File: src/rtl/mult_pkg.sv
// Shared types and constants for the sequential multiplier datapath.
package mult_pkg;

    typedef enum logic [1:0] {
        IDLE = 2'd0,
        RUN  = 2'd1,
        DONE = 2'd2
    } state_t;

    localparam int unsigned DIGIT_W = 2;
    localparam int unsigned PP_W    = 4;

endpackage

File: src/rtl/mult2x2.sv
// Exact combinational 2-bit x 2-bit -> 4-bit unsigned multiplier core.
module mult2x2
    import mult_pkg::*;
(
    input  logic [DIGIT_W-1:0] a,
    input  logic [DIGIT_W-1:0] b,
    output logic [PP_W-1:0]    p
);

    assign p = PP_W'(a) * PP_W'(b);

endmodule

File: src/rtl/mult_seq_ctrl.sv
// Iterative unsigned multiplier: walks all 2-bit digit pairs through one shared
// 2x2 core and accumulates shifted partial products, with valid/ready on both sides.
module mult_seq_ctrl
    import mult_pkg::*;
#(
    parameter int unsigned WIDTH = 8
) (
    input  logic               clk,
    input  logic               rst_n,
    input  logic               clear,
    input  logic               in_valid,
    output logic               in_ready,
    input  logic [WIDTH-1:0]   in_a,
    input  logic [WIDTH-1:0]   in_b,
    output logic               out_valid,
    input  logic               out_ready,
    output logic [2*WIDTH-1:0] out_p,
    output logic               busy
);

    localparam int unsigned D     = WIDTH / 2;
    localparam int unsigned CNT_W = (D > 1) ? $clog2(D) : 1;
    localparam int unsigned P_W   = 2 * WIDTH;
    localparam int unsigned SH_W  = CNT_W + 2;

    state_t             state;
    logic [WIDTH-1:0]   a_r;
    logic [WIDTH-1:0]   b_r;
    logic [P_W-1:0]     acc;
    logic [CNT_W-1:0]   i;
    logic [CNT_W-1:0]   j;

    logic [DIGIT_W-1:0] a_dig;
    logic [DIGIT_W-1:0] b_dig;
    logic [PP_W-1:0]    pp;
    logic [SH_W-1:0]    sh;
    logic [P_W-1:0]     acc_next;
    logic               j_last;
    logic               last;

    // Digit select from the latched operands, so input changes never reach the core.
    assign a_dig = a_r[i*DIGIT_W +: DIGIT_W];
    assign b_dig = b_r[j*DIGIT_W +: DIGIT_W];

    mult2x2 u_core (
        .a (a_dig),
        .b (b_dig),
        .p (pp)
    );

    // Partial product weight is 4^(i+j), i.e. a left shift by 2*(i+j).
    assign sh       = {(CNT_W + 1)'(i) + (CNT_W + 1)'(j), 1'b0};
    assign acc_next = acc + (P_W'(pp) << sh);
    assign j_last   = (j == CNT_W'(D - 1));
    assign last     = j_last && (i == CNT_W'(D - 1));

    always_ff @(posedge clk or negedge rst_n) begin
        if (!rst_n) begin
            state     <= IDLE;
            in_ready  <= 1'b1;
            out_valid <= 1'b0;
            busy      <= 1'b0;
            out_p     <= '0;
            a_r       <= '0;
            b_r       <= '0;
            acc       <= '0;
            i         <= '0;
            j         <= '0;
        end else if (clear) begin
            state     <= IDLE;
            in_ready  <= 1'b1;
            out_valid <= 1'b0;
            busy      <= 1'b0;
            acc       <= '0;
            i         <= '0;
            j         <= '0;
        end else begin
            case (state)
                IDLE: begin
                    if (in_valid) begin
                        a_r      <= in_a;
                        b_r      <= in_b;
                        acc      <= '0;
                        i        <= '0;
                        j        <= '0;
                        state    <= RUN;
                        in_ready <= 1'b0;
                        busy     <= 1'b1;
                    end
                end
                RUN: begin
                    acc <= acc_next;
                    if (last) begin
                        i         <= '0;
                        j         <= '0;
                        out_p     <= acc_next;
                        state     <= DONE;
                        out_valid <= 1'b1;
                    end else if (j_last) begin
                        j <= '0;
                        i <= i + CNT_W'(1);
                    end else begin
                        j <= j + CNT_W'(1);
                    end
                end
                DONE: begin
                    if (out_ready) begin
                        state     <= IDLE;
                        out_valid <= 1'b0;
                        in_ready  <= 1'b1;
                        busy      <= 1'b0;
                    end
                end
                default: begin
                    state     <= IDLE;
                    in_ready  <= 1'b1;
                    out_valid <= 1'b0;
                    busy      <= 1'b0;
                end
            endcase
        end
    end

endmodule

File: config.mk
export PLATFORM = sky130hd
export DESIGN_NAME = mult_seq_ctrl
export DESIGN_NICKNAME = d
export VERILOG_FILES = /design/src/rtl/mult_pkg.sv /design/src/rtl/mult2x2.sv /design/src/rtl/mult_seq_ctrl.sv
export SDC_FILE = /design/constraint.sdc
export NUM_CORES = 1
export LEC_CHECK = 0
export ABC_AREA = 1
export BUFFER_PORTS_ARGS = -buffer_cell sky130_fd_sc_hd__buf_2
export CAP_MARGIN = 20
export CORE_ASPECT_RATIO = 1.1
export CORE_MARGIN = 4
export CORE_UTILIZATION = 60
export CTS_CLUSTER_DIAMETER = 100
export DETAILED_ROUTE_END_ITERATION = 10
export GPL_ROUTABILITY_DRIVEN = 0
export PLACE_DENSITY = 0.9
export SLEW_MARGIN = 20
export SYNTH_ARGS = -nofsm -noshare
export SYNTH_HDL_FRONTEND = slang
export SYNTH_SLANG_ARGS = --single-unit
File: constraint.sdc
create_clock -name clk -period 7.7 [get_ports clk]
set_input_delay 0.77 -clock clk [delete_from_list [all_inputs] [get_ports clk]]
set_output_delay 0.77 -clock clk [all_outputs]
set_load 0.02 [all_outputs]
==> impl_table.tex <==
\begin{tabular}{lr}
\hline
Metric & Value \\
\hline
\multicolumn{2}{l}{\textbf{Outcome}} \\
Result of the run & complete, no violations \\
\multicolumn{2}{l}{\textbf{Worst setup path}} \\
Worst path arrival time & 3.64 ns \\
Crit path launch type & flip-flop \\
Critical path's slowest cell & fa\_1 \\
Slowest Stage Delay on Critical Path & 0.61 ns \\
Setup CP Type & reg2reg \\
Critical path capture point type & flip-flop \\
Highest fanout seen on the critical path & 8 \\
Worst path most repeated cell & inv\_1 \\
Data required time of the worst path & 7.94 ns \\
Ordered list of cells on the worst path & ha\_1 > inv\_1 > fa\_1 > inv\_1 > nor4\_1 > ha\_1 > inv\_1 > fa\_1 > inv\_1 > nand3\_1 > nand3\_1 > a21oi\_1 > or2\_2 > nand3\_1 > nand2\_1 \\
\multicolumn{2}{l}{\textbf{Global routing}} \\
Final global-route overflow total & 0 \\
Initial antenna violation count & 0 \\
Number of global-route vias before repair & 3173 \\
Global-route wire length before repair & 14.4 mm \\
Total Routing Usage GR & 26.0\% \\
Maximum number of pins on one net before global-route repair & 58 \\
\multicolumn{2}{l}{\textbf{Floorplan}} \\
FP Rows & 29 \\
Core outline area & 5770 um2 \\
Vertical extent of the die & 89.1 um \\
Die width & 81.7 um \\
Initial Utilization & 62.2\% \\
Number of ports placed on the die boundary & 40 \\
Die footprint & 7280 um2 \\
\multicolumn{2}{l}{\textbf{STA}} \\
Fin. max-slew vios & 0 \\
Slew headroom & 51.5\% \\
Hold violation total from the final report & 0 \\
Setup Viol. Count Final & 0 \\
Min Clock Period, post-route & 3.40 ns \\
Fmax & 294 MHz \\
Post-Route Skew & 0.0104 ns \\
Pin slew with the least headroom to its limit & 0.726 ns \\
RSZ-0062 raised after global routing & no \\
Total negative setup slack & 0 ns \\
Fin crit share & 44.2\% \\
\multicolumn{2}{l}{\textbf{Drt}} \\
Number of nets with antenna violations after routing & 0 \\
WL final & 8.65 mm \\
Routed WL per cell & 14.6 um \\
Length of the first detailed-routing pass in iterations & 5 \\
Avg Vias per Cell & 5.56 \\
Number of DRC violations after detailed-routing iteration 0 & 289 \\
DRC violations left & 0 \\
Via total after detailed routing & 3301 \\
\multicolumn{2}{l}{\textbf{Placed design}} \\
Dpl hpwl & 6.18 mm \\
Number of cells after detailed placement & 578 \\
IO buf count & 39 \\
\multicolumn{2}{l}{\textbf{Finish}} \\
Antenna Diode Count & 0 \\
Fill cells & 440 \\
Fraction of final layout cells sized beyond drive strength 1 & 16.2\% \\
Final net count & 556 \\
P\&R area growth vs syn & 11.8\% \\
Filler-free cell count of the finished design & 594 \\
\multicolumn{2}{l}{\textbf{Power}} \\
Maximum ir drop on the vdd rail & 133 uV \\
Pwr per Cell Area & 194 nW/um2 \\
Sum of internal, switching and leakage power & 0.778 mW \\
Static Leak & 2.31 nW \\
\multicolumn{2}{l}{\textbf{Synth}} \\
Sequential-to-total area share from yosys stat & 39.8\% \\
Number of enable-type register cells in the synthesized netlist & 0 \\
Average footprint of a synthesized cell & 7.65 um2 \\
Post-Syn Instances & 469 \\
Synthesized Nets & 513 \\
Proportion of synthesized flip-flops having asynchronous set or reset & 100\% \\
Post-synthesis sequential element count & 57 \\
Synth Cell Area & 3590 um2 \\
Most used DFF post-synth & dfrtp\_1 \\
Unique cell type count in the Yosys netlist & 38 \\
Synthesis Warnings & 0 \\
\multicolumn{2}{l}{\textbf{Clock network}} \\
Root buffer cell & clkbuf\_8 \\
TritonCTS Buffers & 9 \\
Hold buffers post-CTS & 0 \\
Buffer depth of the longest clock path & 2 \\
Number of setup buffers added after CTS & 0 \\
Post-CTS resize count & 0 \\
Clock net sink count & 57 \\
Clock tree from TritonCTS & built \\
Worst-skew pair later-pin latency & 0.35 ns \\
Number of H-tree branching levels & 3 \\
Clock edge transition at the registers on the reported setup and hold paths & 0.07 ns \\
\multicolumn{2}{l}{\textbf{Min path}} \\
Worst min path class & reg2reg \\
\multicolumn{2}{l}{\textbf{Run}} \\
Max Cap Viol & 0 \\
\hline
\end{tabular}
per-stage QoR:
stage | setup slack (ns) | hold slack, ns | util, % | instance area (um2)
4_1_cts | 4.34 | 0.478 | 69.5 | 4010
3_3_place_gp | 4.49 | 0.450 | 66.3 | 3820
3_5_place_dp | 4.36 | 0.460 | 66.3 | 3820
6_report | 4.30 | 0.474 | 69.5 | 4010
5_1_grt | 4.00 | 0.500 | 69.5 | 4010
2_1_floorplan | 4.55 | 0.455 | - | 3590
Yosys cell counts, types with 7 or more instances:
library cell    n  area (um2)
a21oi_1        12        60.1
dfrtp_1        56        1400
ha_1           21         263
inv_1          58         218
mux2_2          8        90.1
mux2_4          8         120
nand2_1       170         638
nand3_1        42         210
nor2_1         33         124
o21ai_0        10        50.1
o21ai_1         7        35.0
cells in the final DEF, fill, tap and decap left out, types with 2 or more instances in the layout:
master | Yosys | routed
nor2_1 | 33 | 33
mux2_4 | 8 | 8
ha_1 | 21 | 21
xnor2_1 | 2 | 2
nor3_1 | 3 | 3
inv_1 | 58 | 58
nand3b_1 | 3 | 3
nand3_1 | 42 | 42
fa_1 | 2 | 2
clkbuf_1 | 2 | 2
nand2_1 | 170 | 170
o21ai_1 | 7 | 7
o21ai_0 | 10 | 10
inv_2 | 3 | 3
a32o_1 | 2 | 2
or2_2 | 3 | 3
or2_1 | 2 | 2
clkbuf_8 | 0 | 12
buf_2 | 2 | 39
o22ai_1 | 2 | 2
dfrtp_1 | 56 | 56
nand4_1 | 2 | 2
mux2_2 | 8 | 8
a21oi_1 | 12 | 12
logic make-up after synthesis:
family | after synthesis | share of synthesized area (%)
multiplexers | 16 | 5.86
flip-flops | 57 | 39.8
AND/OR/NAND/NOR | 265 | 31.3
buffers and inverters | 70 | 8.23
XOR/XNOR | 3 | 0.733
AO/OA/AOI/OAI | 35 | 5.58
adder cells (fa/ha/maj) | 23 | 8.44
final cells by class:
class	instances	area, um2	area share (%)
multi-input combinational	342	1860	46.5
sequential	57	1430	35.6
inverter	62	233	5.81
timing repair buffer	40	203	5.06
clock buffer	14	173	4.31
tap	77	96.3	2.40
clock inverter	2	12.5	0.312
sequential cells by signal (all words and copies together) (netlist names):
register	flops
acc	16
out_p	16
a_r	8
b_r	8
i	2
j	2
state	2
busy	1
in_ready	1
out_valid	1
report_power, final:
group	switching, mW	internal [mW]
Sequential	0.0184	0.327
Clock	0.123	0.143
Combinational	0.0992	0.0682
worst max-delay path, delay by kind of cell (launching register included):
kind / cells / cell delay, ns
flops: 1 / 0.48
fa+ha+maj: 4 / 1.41
simple gates: 6 / 0.96
compound gates: 1 / 0.10
buf+inv: 4 / 0.33
per-layer routing:
layer  global-route usage [%]  up-vias  part of all wire, %
met4                     11.6        0                  2.5
li1                         -     1576                    -
met3                     5.24       24                  7.3
met2                     44.1      149                   49
met1                     32.1     1552                   41
met5                        0        -                    0
path summary, 6_finish.rpt:
check	end	depth (start not counted)	slack, ns	from
worst max-delay path	acc[8]	15	4.30	i[0]
worst min-delay path	out_p[5]	2	0.47	out_p[5]
worst max register to register	acc[8]	15	4.30	i[0]
worst min register to register	out_p[5]	2	0.47	out_p[5]
max in group asynchronous	a_r[5]	2	6.66	rst_n
min in group asynchronous	out_p[13]	2	0.55	rst_n
Power figures use the tool's default switching activity.
